<file path="config.mk">
export PLATFORM = sky130hd
export DESIGN_NAME = threediff_in_cond
export DESIGN_NICKNAME = d
export VERILOG_FILES = /design/src/rtl/threediff_in_cond.sv
export SDC_FILE = /design/constraint.sdc
export NUM_CORES = 1
export LEC_CHECK = 0
export CAP_MARGIN = 30
export CORE_MARGIN = 8
export CORE_UTILIZATION = 54
export CTS_CLUSTER_DIAMETER = 100
export DETAILED_ROUTE_END_ITERATION = 8
export GPL_TIMING_DRIVEN = 0
export PLACE_DENSITY = 0.9
export SYNTH_ARGS = -nofsm -noshare
export SYNTH_HDL_FRONTEND = slang
export SYNTH_SLANG_ARGS = --single-unit
export TNS_END_PERCENT = 5
</file>
<file path="constraint.sdc">
create_clock -name clk -period 2.5 [get_ports clk]
set_input_delay 0.5 -clock clk [delete_from_list [all_inputs] [get_ports clk]]
set_output_delay 0.5 -clock clk [all_outputs]
set_load 0.05 [all_outputs]
</file>
<file path="src/rtl/threediff_in_cond.sv">
// Input conditioning for threediff: 2-flop sync plus debounce (THREEDIFF_IN_DEBOUNCE_EN) on x, parity-checked serial key.
// Latency: x_out 2+DEB_CYCLES edges with debounce, 2 without; key applied one cycle after the parity bit.
// Backpressure: none; key_sin is taken only with key_sval, key_load is ignored while a frame is in flight.
module threediff_in_cond #(
    parameter int DEB_CYCLES = 4,
    parameter int KEY_LEN    = 8,
    parameter int KEY_IDX    = 0
) (
    input  logic        clk,
    input  logic        rst,
    input  logic [11:0] raw_x,
    input  logic        key_load,
    input  logic        key_sval,
    input  logic        key_sin,
    output logic [11:0] x_out,
    output logic        x_chg,
    output logic        keyinput0,
    output logic        key_ready,
    output logic        key_busy,
    output logic        key_err
);

    if (DEB_CYCLES < 1 || DEB_CYCLES > 15) begin : g_bad_deb
        $error("threediff_in_cond: DEB_CYCLES must be 1..15");
    end
    if (KEY_LEN < 1 || KEY_LEN > 32) begin : g_bad_len
        $error("threediff_in_cond: KEY_LEN must be 1..32");
    end
    if (KEY_IDX < 0 || KEY_IDX >= KEY_LEN) begin : g_bad_idx
        $error("threediff_in_cond: KEY_IDX must be below KEY_LEN");
    end

    localparam int BW = $clog2(KEY_LEN + 2);
    localparam logic [BW-1:0] LAST_BIT = BW'(KEY_LEN);

    typedef enum logic [1:0] {
        K_IDLE  = 2'd0,
        K_SHIFT = 2'd1,
        K_CHECK = 2'd2,
        K_DONE  = 2'd3
    } kstate_t;

    logic [11:0] s_meta;
    logic [11:0] x_nxt;

`ifdef THREEDIFF_IN_DEBOUNCE_EN
    localparam logic [3:0] DEB_LAST = 4'(DEB_CYCLES - 1);

    logic [11:0]      s_sync;
    logic [11:0][3:0] cnt;
    logic [11:0][3:0] cnt_nxt;

    always_ff @(posedge clk or posedge rst) begin
        if (rst) begin
            s_meta <= '0;
            s_sync <= '0;
            cnt    <= '0;
        end else begin
            s_meta <= raw_x;
            s_sync <= s_meta;
            cnt    <= cnt_nxt;
        end
    end

    // A bit only moves after s_sync has disagreed with it for DEB_CYCLES consecutive cycles.
    always_comb begin
        x_nxt   = x_out;
        cnt_nxt = '0;
        for (int i = 0; i < 12; i++) begin
            if (s_sync[i] != x_out[i]) begin
                if (cnt[i] == DEB_LAST) begin
                    x_nxt[i] = s_sync[i];
                end else begin
                    cnt_nxt[i] = cnt[i] + 4'd1;
                end
            end
        end
    end
`else
    always_ff @(posedge clk or posedge rst) begin
        if (rst) begin
            s_meta <= '0;
        end else begin
            s_meta <= raw_x;
        end
    end

    // Without debounce, x_out itself is the second synchroniser stage.
    always_comb begin
        x_nxt = s_meta;
    end
`endif

    always_ff @(posedge clk or posedge rst) begin
        if (rst) begin
            x_out <= '0;
            x_chg <= 1'b0;
        end else begin
            x_out <= x_nxt;
            x_chg <= |(x_nxt ^ x_out);
        end
    end

    kstate_t          state;
    kstate_t          state_nxt;
    logic [BW-1:0]    bcnt;
    logic [BW-1:0]    bcnt_nxt;
    logic [KEY_LEN:0] sr;
    logic [KEY_LEN:0] sr_nxt;
    logic             key_nxt;
    logic             ready_nxt;
    logic             err_nxt;
    logic             busy_nxt;

    always_ff @(posedge clk or posedge rst) begin
        if (rst) begin
            state     <= K_IDLE;
            bcnt      <= '0;
            sr        <= '0;
            keyinput0 <= 1'b0;
            key_ready <= 1'b0;
            key_busy  <= 1'b0;
            key_err   <= 1'b0;
        end else begin
            state     <= state_nxt;
            bcnt      <= bcnt_nxt;
            sr        <= sr_nxt;
            keyinput0 <= key_nxt;
            key_ready <= ready_nxt;
            key_busy  <= busy_nxt;
            key_err   <= err_nxt;
        end
    end

    always_comb begin
        state_nxt = state;
        bcnt_nxt  = bcnt;
        sr_nxt    = sr;
        key_nxt   = keyinput0;
        ready_nxt = key_ready;
        err_nxt   = 1'b0;
        case (state)
            K_IDLE: begin
                if (key_load) begin
                    state_nxt = K_SHIFT;
                    bcnt_nxt  = '0;
                end
            end
            K_SHIFT: begin
                // Right shift so the first bit received ends up in sr[0].
                if (key_sval) begin
                    sr_nxt   = {key_sin, sr[KEY_LEN:1]};
                    bcnt_nxt = bcnt + BW'(1);
                    if (bcnt == LAST_BIT) begin
                        state_nxt = K_CHECK;
                    end
                end
            end
            K_CHECK: begin
                if (^sr == 1'b0) begin
                    key_nxt   = sr[KEY_IDX];
                    ready_nxt = 1'b1;
                    state_nxt = K_DONE;
                end else begin
                    err_nxt   = 1'b1;
                    ready_nxt = 1'b0;
                    state_nxt = K_IDLE;
                end
            end
            K_DONE: begin
                if (key_load) begin
                    state_nxt = K_SHIFT;
                    bcnt_nxt  = '0;
                    ready_nxt = 1'b0;
                end
            end
            default: begin
                state_nxt = K_IDLE;
            end
        endcase
        busy_nxt = (state_nxt == K_SHIFT) || (state_nxt == K_CHECK);
    end

endmodule

</file>
* Word-level counts from Yosys, hierarchy flattened *
Cells that the tools add are included.

operators by class
  eq/ne operators = 9
  $add $sub $neg = 1
  reduce and logical (&&, ||, !) cells = 11
  mux-type cells = 13
  bitwise logic cells = 2

operators by type and width
  cell                                                 count
  OR reduction 12 bit                                  1
  bitwise XOR 12 bit                                   1
  parity 9 bit                                         1
  two-way mux 2 bit                                    4
  two-way mux 4 bit                                    2
  one-hot mux 4 bit (2 select lines)                   1
  equality test 2 bit, second input constant           3
  one-hot mux 2 bit (3 select lines)                   1
  AND reduction 2 bit                                  3
  adder 4 x 1 -> 4 bit, second input constant          1
  equality test 2 x 1 -> 1 bit, second input constant  2
  equality test 4 bit, second input constant           1
  two-way mux 1 bit                                    4
  != test 2 bit, second input constant                 2
  nonzero test 2 bit                                   2
  AND reduction 3 bit                                  1
  zero test 2 bit                                      1
  != test 2 x 1 -> 1 bit, second input constant        1
  one-hot mux 1 bit (2 select lines)                   1
  OR reduction 2 bit                                   1
  logical OR 1 bit                                     1
  inverter 1 bit                                       1

word-level totals
  bits in registers = 44
  word-level logic and storage cells = 46

* Depth between registers and ports, before layout *
  depth in word-level cells = 6
  gate-level depth with buffers = 6
  gate-level depth less buffers = 6

* Least setup slack after synthesis *
OpenSTA, ideal clock, no wires.

  kind = register to register
  start point = register sr[2]
  end point = register keyinput0
  stages on the path, launching flop included = 5
  slack = 0.791 ns
  clock period less this slack = 1.709 ns
  buffers on the path = 0
  arrival = 1.584 ns
  cells stage by stage = dfrtp_1 -> xor2_1 -> xnor3_1 -> mux2_4 -> mux2_4

on the way
  cells in the longest elaborated chain, start to end = 3

ends and longest elaborated chain
  what                           RTL line  source
  start, declared                108       logic [KEY_LEN:0] sr;
  start signal, assigned         127       sr <= sr_nxt;
  parity 9 bit                   160       if (^sr == 1'b0) begin
  inverter 1 bit (no line)       -
  AND reduction 2 bit (no line)  -
  end signal, assigned           128       keyinput0 <= key_nxt;
  end, declared                  17        output logic keyinput0,

Every way passes these cells.
A chain may end at the register's enable or synchronous reset.

* Worst setup path in the final report *
  start point = register x_out[9]
  end point = output port x_out[9]

RTL lines
  what                    RTL line  source
  start, declared         15        output logic [11:0] x_out,
  start signal, assigned  99        x_out <= x_nxt;

No word-level cell between the ends.

==> impl_metrics.csv <==
group,metric,value,unit
run_status,status,"finished clean",
cts,clk_pin_slew_worst_paths,0.13,ns
layout,num_antenna_cells,0,
timing,final_min_period_over_clock_period,0.826,
critical_path,crit_family,"buffers and inverters",
run,maxCapViolations,0,
cts,clock_sink_count,44,
cts,cts_post_setup_buffers_inserted,0,
yosys,yosys_warnings,0,
cts,htreeDepth,2,
cts,cts_resized,0,
placed_design,portBuffers,33,
critical_path,critical_path.reg2reg.endpoint,"keyinput0$_DFFE_PP0P_",
timing,final_hold_vios,0,
yosys,fraction_of_synthesis_flops_using_an_asynchronous_set_or_reset_pin,1.00,
min_path,timing.hold.worst.class,"register to register",
critical_path,timing.critical_path.slowest_cell_delay,0.81,ns
grt,antenna_violations_before_repair,0,
yosys,primary_flip_flop_cell_chosen_by_synthesis_mapping,"dfrtp_1",
die,pin_count,34,
die,core_area,3080,µm²
yosys,ys_top_cells_by_area,"dfrtp_1, xor2_1, mux2_2, ha_1, xnor3_1",
critical_path,worst-path-buf-inv,1,
placed_design,gpl.final_weighted_congestion,0.825,
drt,route.detailed.vias_per_inst,4.92,
yosys,netlist-cell-type-count,24,
grt,vias_in_the_first_global_route,1127,
cts,maximum_clock_path_buffer_count,2,
layout,drive_above_1_share,0.131,
critical_path,critPathLaunch,"x_out[9]$_DFF_PP0_",
timing,finalCriticalPeriod,2.07,ns
die,initial_core_util,0.575,
grt,grt_max_degree,45,
critical_path,worstPathArrival,1.57,ns
layout,layout_net_count,191,
critical_path,path_class,"register to primary output",
power,p_per_area,1100,nW/µm²
timing,fin_setup_tns,0,ns
critical_path,setup.reg_to_reg.worst_slack,0.67,ns
die,floorplan.die.width,73.2,µm
timing,max_fclk,484,MHz
yosys,yosys.area.top_type_share,0.622,
timing,grt_setup_unrepaired,"false",
yosys,syn_area_per_cell,13.9,µm²
drt,drc,0,
power,power.ir.vdd_worst,666,µV
critical_path,count_of_cell_instances_traversed_by_the_critical_path,1,
timing,maxSlewViolCount,0,
cts,tritoncts_clock_tree,"built",
die,fp.dieArea,5360,µm²
timing,finalSetupViolCount,0,
yosys,postSynthRegisterBits,44,
drt,dr_total_vias,1042,
drt,drt_iter0_drcs,33,
cts,cts-buffers-inserted,5,
drt,wl_per_cell,14.8,µm
cts,worst_skew_pair.late_latency,0.36,ns
drt,detail_route.wirelength,3130,µm
yosys,yosysSeqAreaShare,0.622,
grt,grt_use_total,0.128,
critical_path,worst-r2r-cell-count,4,
yosys,synth_enable_flop_cells,0,
die,num_rows,20,
yosys,post_synth_net_total,151,
power,leakage,0.00100,µW
yosys,post_synth_inst_count,127,
yosys,post-synth-top-count-cell,"dfrtp_1",
timing,setup_ws,0.434,ns
critical_path,category_of_the_worst_setup_path_launch_point,"register",
layout,layout_fillers,208,
drt,drt-pass1-iter-count,4,
yosys,synth.largest_area_cell,"dfrtp_1",
cts,cts-hold-fix-buffers,0,
grt,first_pass_grt_wire_length,5120,µm
critical_path,worstPathRequired,2.00,ns
timing,timing.clock.skew,0.00656,ns
critical_path,worst_path_cell_trace,"clkdlybuf4s50_1",
yosys,synth.top_cells.by_count,"dfrtp_1, xor2_1, mux2_2",
die,fp.dieH,73.2,µm
timing,tightestPinTransition,0.850,ns
grt,grt.overflow.total,0,
critical_path,rr_startpoint,"sr[2]$_DFFE_PP0P_",
cts,cts_root_buf,"clkbuf_4",
placed_design,placement_setup_slack,0.626,ns
layout,area_occupied_by_multi_input_gates,634,µm²
critical_path,critPathCapture,"x_out[9]",
layout,synthToLayoutAreaGrowth,26.5,%
drt,drtAntennaViolNets,0,
critical_path,worst_path_slowest_cell,"clkdlybuf4s50_1",
timing,worst_slew_margin_rel,0.433,
yosys,netlist_area,1770,µm²
critical_path,cp-end-kind,"primary output",
placed_design,dp_hpwl,2470,µm
layout,regArea,1100,µm²
critical_path,critPathMaxFanout,2,
-- layout by cell type (no fill, tap or decap), drive strengths merged, types with 3 or more instances in the layout --
| cell type | netlist | final |
|---|---|---|
| dfrtp | 44 | 44 |
| a21oi | 3 | 3 |
| clkdlybuf4s50 | 0 | 33 |
| nand2 | 4 | 4 |
| xor2 | 15 | 15 |
| mux2 | 12 | 12 |
| inv | 9 | 10 |
| clkbuf | 0 | 5 |
| ha | 7 | 7 |
| o21ai | 4 | 4 |
| nor4 | 3 | 3 |
| nor2 | 7 | 7 |
-- power by group --
group	internal (µW)	total (µW)	switching [µW]
Clock	214	441	228
Combinational	521	1010	491
Sequential	870	1020	146
Total	1600	2470	864
-- metrics by stage --
step | instances | util | hold slack (ns) | cell area (µm²) | total power, µW
6_report | 212 | 0.727 | 0.405 | 2240 | 2470
5_1_grt | 212 | 0.727 | 0.414 | 2240 | 2620
4_1_cts | 212 | 0.727 | 0.407 | 2240 | 2500
3_5_place_dp | 204 | 0.700 | 0.382 | 2150 | 2050
3_3_place_gp | 204 | 0.700 | 0.376 | 2150 | 1980
2_1_floorplan | 127 | - | 0.372 | 1770 | 1800
-- metal layers --
layer | share of wire | global-route usage
met5 | 0 | 0
met4 | 0.020 | 0.0733
met3 | 0.070 | 0.0495
met2 | 0.46 | 0.206
met1 | 0.45 | 0.141
-- worst min-delay path by stage --
stage                                     end  slack, ns  cells after the start                 start
after global placement    x_out[10]$_DFF_PP0_       0.38                      0  s_meta[10]$_DFF_PP0_
after global routing       x_out[1]$_DFF_PP0_       0.41                      0   s_meta[1]$_DFF_PP0_
after floorplan            x_out[0]$_DFF_PP0_       0.37                      0   s_meta[0]$_DFF_PP0_
final                      x_out[2]$_DFF_PP0_       0.40                      0   s_meta[2]$_DFF_PP0_
after detailed placement   x_out[1]$_DFF_PP0_       0.38                      0   s_meta[1]$_DFF_PP0_
after CTS                  x_out[1]$_DFF_PP0_       0.41                      0   s_meta[1]$_DFF_PP0_
-- sequential cells by signal, summed over array words and instances, names as in the netlist --
register / count
x_out: 12
sr: 9
key_ready: 1
s_meta: 12
bcnt: 4
state: 2
x_chg: 1
keyinput0: 1
key_busy: 1
key_err: 1
-- cell families after synthesis --
| kind of cell | after synthesis | synth area share |
|---|---|---|
| adder cells (fa/ha/maj) | 7 | 0.0495 |
| AO/OA/AOI/OAI | 15 | 0.0573 |
| AND/OR/NAND/NOR | 20 | 0.0559 |
| XOR/XNOR | 19 | 0.110 |
| buffers and inverters | 9 | 0.0191 |
| multiplexers | 13 | 0.0863 |
| flip-flops | 44 | 0.622 |
-- layout make-up --
class,count,share of cell area
flip-flops and latches,44,0.492
multi-input cells,74,0.283
repair buffers,33,0.148
well taps,44,0.0246
clock inverters,3,0.0207
clock buffers,5,0.0168
inverters,9,0.0151
Note: power is estimated with default switching activity, not from simulation.
